$ cat src/rtl/pulse_seq_detector.sv
// Detects SEQ_LEN consecutive rising edges on one of N_CH lines.
// An optional gap timeout bounds the spacing between counted edges.
module pulse_seq_detector #(
  parameter int unsigned N_CH    = 2,
  parameter int unsigned SEQ_LEN = 3,
  parameter int unsigned TIMEOUT = 0,
  localparam int unsigned CH_W   = (N_CH > 2) ? $clog2(N_CH) : 1,
  localparam int unsigned CNT_W  = $clog2(SEQ_LEN + 1)
) (
  input  logic              clk,
  input  logic              reset_n,
  input  logic              enable,
  input  logic [N_CH-1:0]   pulse_in,
  output logic [N_CH-1:0]   seq_hit,
  output logic              collision,
  output logic [CH_W-1:0]   cur_ch,
  output logic [CNT_W-1:0]  cur_cnt
);

  localparam int unsigned GAP_W = (TIMEOUT == 0) ? 1 : $clog2(TIMEOUT + 1);
  localparam logic [GAP_W-1:0] GapMax  = GAP_W'(TIMEOUT);
  localparam logic [GAP_W-1:0] GapLast = GAP_W'((TIMEOUT == 0) ? 0 : TIMEOUT - 1);
  localparam logic [CNT_W-1:0] SeqLen  = CNT_W'(SEQ_LEN);

  logic [N_CH-1:0]  r_prev;
  logic [N_CH-1:0]  r_seq_hit, w_seq_hit_d;
  logic             r_collision, w_collision_d;
  logic [CH_W-1:0]  r_cur_ch, w_cur_ch_d;
  logic [CNT_W-1:0] r_cur_cnt, w_cur_cnt_d;
  logic [GAP_W-1:0] r_gap, w_gap_d;

  logic [N_CH-1:0]  w_rise;
  logic             w_any, w_multi, w_cnt_nz;
  logic [CH_W-1:0]  w_rise_ch;
  logic [CNT_W-1:0] w_next_cnt;

  assign w_rise     = pulse_in & ~r_prev;
  assign w_any      = |w_rise;
  // Clearing the lowest set bit leaves something only if two or more bits were set.
  assign w_multi    = |(w_rise & (w_rise - N_CH'(1)));
  assign w_cnt_nz   = (r_cur_cnt != '0);
  assign w_next_cnt = r_cur_cnt + CNT_W'(1);

  always_comb begin
    w_rise_ch = '0;
    for (int i = 0; i < N_CH; i++) begin
      if (w_rise[i]) w_rise_ch = CH_W'(i);
    end
  end

  always_comb begin
    w_seq_hit_d   = '0;
    w_collision_d = 1'b0;
    w_cur_ch_d    = r_cur_ch;
    w_cur_cnt_d   = r_cur_cnt;
    w_gap_d       = r_gap;
    if (enable) begin
      if (!w_any) begin
        if (w_cnt_nz && (TIMEOUT != 0) && (r_gap == GapLast)) begin
          w_cur_cnt_d = '0;
          w_gap_d     = '0;
        end else if (w_cnt_nz && (r_gap != GapMax)) begin
          w_gap_d = r_gap + GAP_W'(1);
        end
      end else if (w_multi) begin
        w_cur_cnt_d   = '0;
        w_gap_d       = '0;
        w_collision_d = 1'b1;
      end else if (w_cnt_nz && (w_rise_ch == r_cur_ch)) begin
        w_gap_d = '0;
        if (w_next_cnt == SeqLen) begin
          w_seq_hit_d = w_rise;
          w_cur_cnt_d = '0;
        end else begin
          w_cur_cnt_d = w_next_cnt;
        end
      end else begin
        w_cur_ch_d = w_rise_ch;
        w_gap_d    = '0;
        if (SEQ_LEN == 1) begin
          w_seq_hit_d = w_rise;
          w_cur_cnt_d = '0;
        end else begin
          w_cur_cnt_d = CNT_W'(1);
        end
      end
    end
  end

  always_ff @(posedge clk or negedge reset_n) begin
    if (!reset_n) begin
      r_prev      <= '1;
      r_seq_hit   <= '0;
      r_collision <= 1'b0;
      r_cur_ch    <= '0;
      r_cur_cnt   <= '0;
      r_gap       <= '0;
    end else begin
      r_prev      <= pulse_in;
      r_seq_hit   <= w_seq_hit_d;
      r_collision <= w_collision_d;
      r_cur_ch    <= w_cur_ch_d;
      r_cur_cnt   <= w_cur_cnt_d;
      r_gap       <= w_gap_d;
    end
  end

  assign seq_hit   = r_seq_hit;
  assign collision = r_collision;
  assign cur_ch    = r_cur_ch;
  assign cur_cnt   = r_cur_cnt;

endmodule

$ cat config.mk
export PLATFORM = sky130hd
export DESIGN_NAME = pulse_seq_detector
export DESIGN_NICKNAME = d
export VERILOG_FILES = /design/src/rtl/pulse_seq_detector.sv
export SDC_FILE = /design/constraint.sdc
export NUM_CORES = 1
export LEC_CHECK = 0
export ABC_AREA = 1
export CAP_MARGIN = 10
export CORE_AREA = 2 2 39 41
export CTS_BUF_LIST = sky130_fd_sc_hd__clkbuf_16
export DETAILED_ROUTE_END_ITERATION = 8
export DIE_AREA = 0 0 41 43
export GPL_TIMING_DRIVEN = 0
export PLACE_DENSITY_LB_ADDON = 0.2
export SLEW_MARGIN = 30
export SYNTH_ARGS = -nofsm -noshare
export SYNTH_HDL_FRONTEND = slang
export SYNTH_SLANG_ARGS = --single-unit
$ cat constraint.sdc
create_clock -name clk -period 1.3 [get_ports clk]
set_input_delay 0.26 -clock clk [delete_from_list [all_inputs] [get_ports clk]]
set_output_delay 0.26 -clock clk [all_outputs]
set_load 0.01 [all_outputs]
* Word level (Yosys, flattened, before mapping) *
Cells that the tools add are included.
W data, S select, Z words.

storage, ports and cells
  flip-flop bits (word level) = 8
  input bits = 5

cells by class
  $add $sub $neg = 2
  eq/ne operators = 2
  multiplexer cells = 12
  bitwise gates (word level) = 5
  reduce and logical (&&, ||, !) cells = 6

operators with widths
  kind                   count
  $mux W2                8
  $and A2 B2 Y2          2
  $mux W1                4
  $reduce_and A4 Y1      1
  $reduce_or A2 Y1       2
  $add A2 B1 Y2 const B  1
  $eq A2 B2 Y1 const B   1
  $not A1 Y1             2
  $not A2 Y2             1
  $reduce_and A2 Y1      1
  $reduce_bool A2 Y1     1
  $sub A2 B1 Y2 const B  1
  $eq A1 B1 Y1           1
  $logic_and A1 B1 Y1    1

* Longest topological paths before layout *
  depth after elaboration = 9
  mapped depth = 8
  mapped depth without buffers = 8

* Worst setup path before layout *
No wires, ideal clock.

  kind = flip-flop to flip-flop
  from = reg r_prev[0]
  to = reg r_cur_ch, in the netlist cur_ch
  library setup time = 0.117 ns
  arrival = 0.929 ns
  path slack = 0.254 ns
  cell stages (with the launch flop) = 8
  clock period less this slack = 1.046 ns
  cells stage by stage = dfstp_2 -> inv_1 -> nand2_1 -> nor2_1 -> nor2_2 -> nand2_2 -> nand2_1 -> nand2_1

on the way
  cells in the longest elaborated chain, start to end = 7

RTL lines
  element                                 line  source
  start: declaration                      25    logic [N_CH-1:0] r_prev;
  start signal: assignment                99    r_prev <= pulse_in;
  $not A2 Y2 (*)                          37    assign w_rise = pulse_in & ~r_prev;
  $and A2 B2 Y2 (*)                       37
  $sub A2 B1 Y2                           40    assign w_multi = |(w_rise & (w_rise - N_CH'(1)));
  $and A2 B2 Y2                           40
  $reduce_or A2 Y1                        40
  $not A1 Y1 (no source line)             n/a
  $reduce_and A4 Y1 (no source line) (*)  n/a
  end signal: assignment                  102   r_cur_ch <= w_cur_ch_d;
  end: declaration                        28    logic [CH_W-1:0] r_cur_ch, w_cur_ch_d;

Every way passes the cells marked *; elsewhere a longest branch is shown, timed or not.
A chain may end at the register's enable or synchronous reset.

* Final worst setup path *
  from = reg r_cur_ch, in the netlist cur_ch
  to = out cur_ch

RTL lines
  element           line  source
  end: declaration  16    output logic [CH_W-1:0] cur_ch,

No word-level cell between the ends.

==> results_dict.tcl <==
set metrics [dict create \
    status "complete, no violations" \
    fp.dieH_um 43 \
    postCtsSetupRepairBufs 0 \
    route.detailed.drc 0 \
    max-vdd-ir-drop_mv 0.9165 \
    worstSetupPathDepth 1 \
    synth_top_cell_area_share_pct 40.40 \
    clock_tree_from_tritoncts "built" \
    post_drt_wl_per_cell_um 9.250 \
    seq_area_frac_synth_pct 54.55 \
    synthMostInstantiatedCell "sky130_fd_sc_hd__nand2_1" \
    final_antenna_net_count 0 \
    syn_nets 51 \
    synth_top_cells_by_count "17 x sky130_fd_sc_hd__nand2_1, 7 x sky130_fd_sc_hd__inv_1, 6 x sky130_fd_sc_hd__dfrtp_1" \
    timing.critical_path.slowest_cell_delay_ns 0.41 \
    setup_cp_type "reg -> out" \
    cell_internal_power_dissipation_uw 789.4 \
    synth-edff-count 0 \
    dp_hpwl_um 509.1 \
    dr.pass1.iters 2 \
    syn_area_per_cell_um2 8.078 \
    top_fanout_value_on_the_critical_path 5 \
    yosys_register_bits 8 \
    final-hold-violation-count 0 \
    cellPowerDensity_nw_per_um2 1907 \
    clkSinkCount 8 \
    timing.final.crit_period_ns 1.207 \
    worstHoldPathType "in -> reg" \
    yosys.area.top_type "sky130_fd_sc_hd__dfrtp_1" \
    floorplan.initialDensity_pct 26.85 \
    detailed_route_wl_um 703 \
    leakage_nw 0.3252 \
    n_antenna_cell 0 \
    worst_ep_arrival_time_ns 0.95 \
    power_frac_comb_pct 20.6 \
    port_buffers 10 \
    postCtsHoldBufs 0 \
    worst_slew_pin_slew_ns 0.3740 \
    grt_setup_unrepaired "false" \
    critPathSlowestCell "sky130_fd_sc_hd__dfrtp_1" \
    max-clock-path-buffers 2 \
    post_route_cells_drive_above_1_share_pct 23.33 \
    worst_slew_margin_rel_pct 74.99 \
    tns_ns 0 \
    grt_start_max_net_pins 9 \
    setup_violations 0 \
    fin_nets 66 \
    timing.reg2reg.worst_path_depth 7 \
    die_x_um 41 \
    clock_latency_ns 0.23 \
    grt_pass1_vias 278 \
    power.total_mw 1.088 \
    clock_tree.htree_level_count 1 \
    async_reset_ff_share_pct 100.0 \
    drt-vias-per-instance 4.039 \
    grt_first_pass_wirelength_mm 1.124 \
    multiInputGateArea_um2 143.9 \
    gpl.final_weighted_congestion 0.7552 \
    power.clock.fraction_pct 48.9 \
    final_worst_path_period_share_pct 92.82 \
    boundaryPins 11 \
    overflow 0 \
    syn-cell-area_um2 371.6 \
    grt_usage_pct 10.14 \
    start_kind "flop" \
    switching_power_uw 298.8 \
    max_cap_viol_count 0 \
    worst-endpoint-required_ns 1.04 \
    numCtsBuffers 3 \
    floorplan.die_area_um2 1763 \
    antenna_found_initial 0 \
    synth_top_cells_by_area "sky130_fd_sc_hd__dfrtp_1 40%, sky130_fd_sc_hd__nand2_1 17%, sky130_fd_sc_hd__dfstp_2 14%, sky130_fd_sc_hd__inv_1 7.1%, sky130_fd_sc_hd__nor2_2 6.7%" \
    seqCellArea_um2 202.7 \
    fp-row-count 14 \
    drv_slew 0 \
    post_synth_num_cell_types 11 \
    flow.area_growth_from_synthesis_pct 53.54 \
    path_cells "dlygate4sd2_1" \
    critical_path_sink_type "output pin" \
    detailroute.via_count 307 \
    drt_first_iter_violations 2 \
    n_fill_cell 143 \
    yosys_warnings 0 \
    clk_transition_reported_paths_ns 0.04 \
    ys.flop_type "sky130_fd_sc_hd__dfrtp_1" \
    cpLargestDelayFamily "flip-flops" \
    fmax_mhz 828.7 \
    swShare_pct 27.46 \
    worst_clock_skew_ns 0.007659 \
    seq_power_share_pct 30.5 \
    worst_hold_path_cell_count 1 \
    core-area_um2 1384 \
    root_buffer "sky130_fd_sc_hd__clkbuf_16" \
    synth_cells 46 \
    crit_buf_inv 1 \
]
cell usage in the layout (no fill, tap or decap):
cell type                          n
sky130_fd_sc_hd__nand2_1          17
sky130_fd_sc_hd__inv_1             8
sky130_fd_sc_hd__dfrtp_1           6
sky130_fd_sc_hd__dlygate4sd2_1     6
sky130_fd_sc_hd__nor2_1            3
sky130_fd_sc_hd__nand2_2           3
sky130_fd_sc_hd__nor2_2            3
sky130_fd_sc_hd__clkbuf_16         3
sky130_fd_sc_hd__clkdlybuf4s50_1   3
sky130_fd_sc_hd__dfstp_2           2
sky130_fd_sc_hd__nor2_4            1
sky130_fd_sc_hd__nand3_1           1
sky130_fd_sc_hd__nor3_1            1
sky130_fd_sc_hd__inv_2             1
sky130_fd_sc_hd__nand3_2           1
sky130_fd_sc_hd__dlymetal6s2s_1    1
final cells by class:
type | instances | share of cell area (%)
clock buffer | 3 | 13.16
inverter | 8 | 5.263
sequential | 8 | 35.53
tap | 16 | 3.509
multi-input combinational | 30 | 25.22
clock inverter | 1 | 0.6579
timing repair buffer | 10 | 16.67
final timing paths:
| path | startpoint | endpoint | slack [ns] |
|---|---|---|---|
| min | pulse_in[1] | r_prev[1]$_DFF_PN1_ | 0.21 |
| max in group asynchronous | reset_n | r_prev[1]$_DFF_PN1_ | 0.67 |
| max | cur_ch$_DFFE_PN0P_ | cur_ch | 0.09 |
| max reg2reg | r_prev[1]$_DFF_PN1_ | cur_ch$_DFFE_PN0P_ | 0.19 |
| min reg2reg | cur_ch$_DFFE_PN0P_ | seq_hit[0]$_DFF_PN0_ | 0.52 |
| min in group asynchronous | reset_n | seq_hit[1]$_DFF_PN0_ | 0.31 |
power by group through the flow:
stage | clock network (mW) | logic, mW | registers, mW
detailed placement | 0 | 0.253 | 0.334
floorplan | 0 | 0.123 | 0.348
global placement | 0 | 0.252 | 0.335
CTS | 0.536 | 0.228 | 0.330
global route | 0.554 | 0.258 | 0.340
finish | 0.532 | 0.224 | 0.332
sequential cells by signal, indices dropped and copies added, names as in the netlist:
register / count
cur_cnt: 2
r_prev: 2
seq_hit: 2
collision: 1
cur_ch: 1
metal layers:
| layer | wire length (um) | share of wire [%] | global-route usage (%) |
|---|---|---|---|
| met1 | 303 | 43 | 11.96 |
| met2 | 350 | 50 | 14.37 |
| met3 | 24 | 3.4 | 1.571 |
| met4 | 25 | 3.6 | 10.00 |
| met5 | 0 | 0 | 0 |
per-stage QoR:
stage | setup slack, ns | cell area (um2) | std cells | util (%) | hold WS [ns]
floorplan | 0.2539 | 371.6 | 46 | - | -0.03559
global placement | -0.1486 | 491.7 | 72 | 35.53 | 0.5114
detailed placement | -0.1587 | 491.7 | 72 | 35.53 | 0.5025
CTS | 0.08456 | 563.0 | 76 | 40.69 | 0.3333
global route | 0.05049 | 570.5 | 76 | 41.23 | 0.2105
finish | 0.09336 | 570.5 | 76 | 41.23 | 0.2068
timing repair:
item                       in CTS  in global routing
cloned                          0                  0
resized for setup               6                  2
setup endpoints to repair       6                  2
cells by family after synthesis:
logic type / share of synthesized area, %
flip-flops: 54.54
AND/OR/NAND/NOR: 37.37
buffers and inverters: 8.081
(Power assumes the default switching activity.)
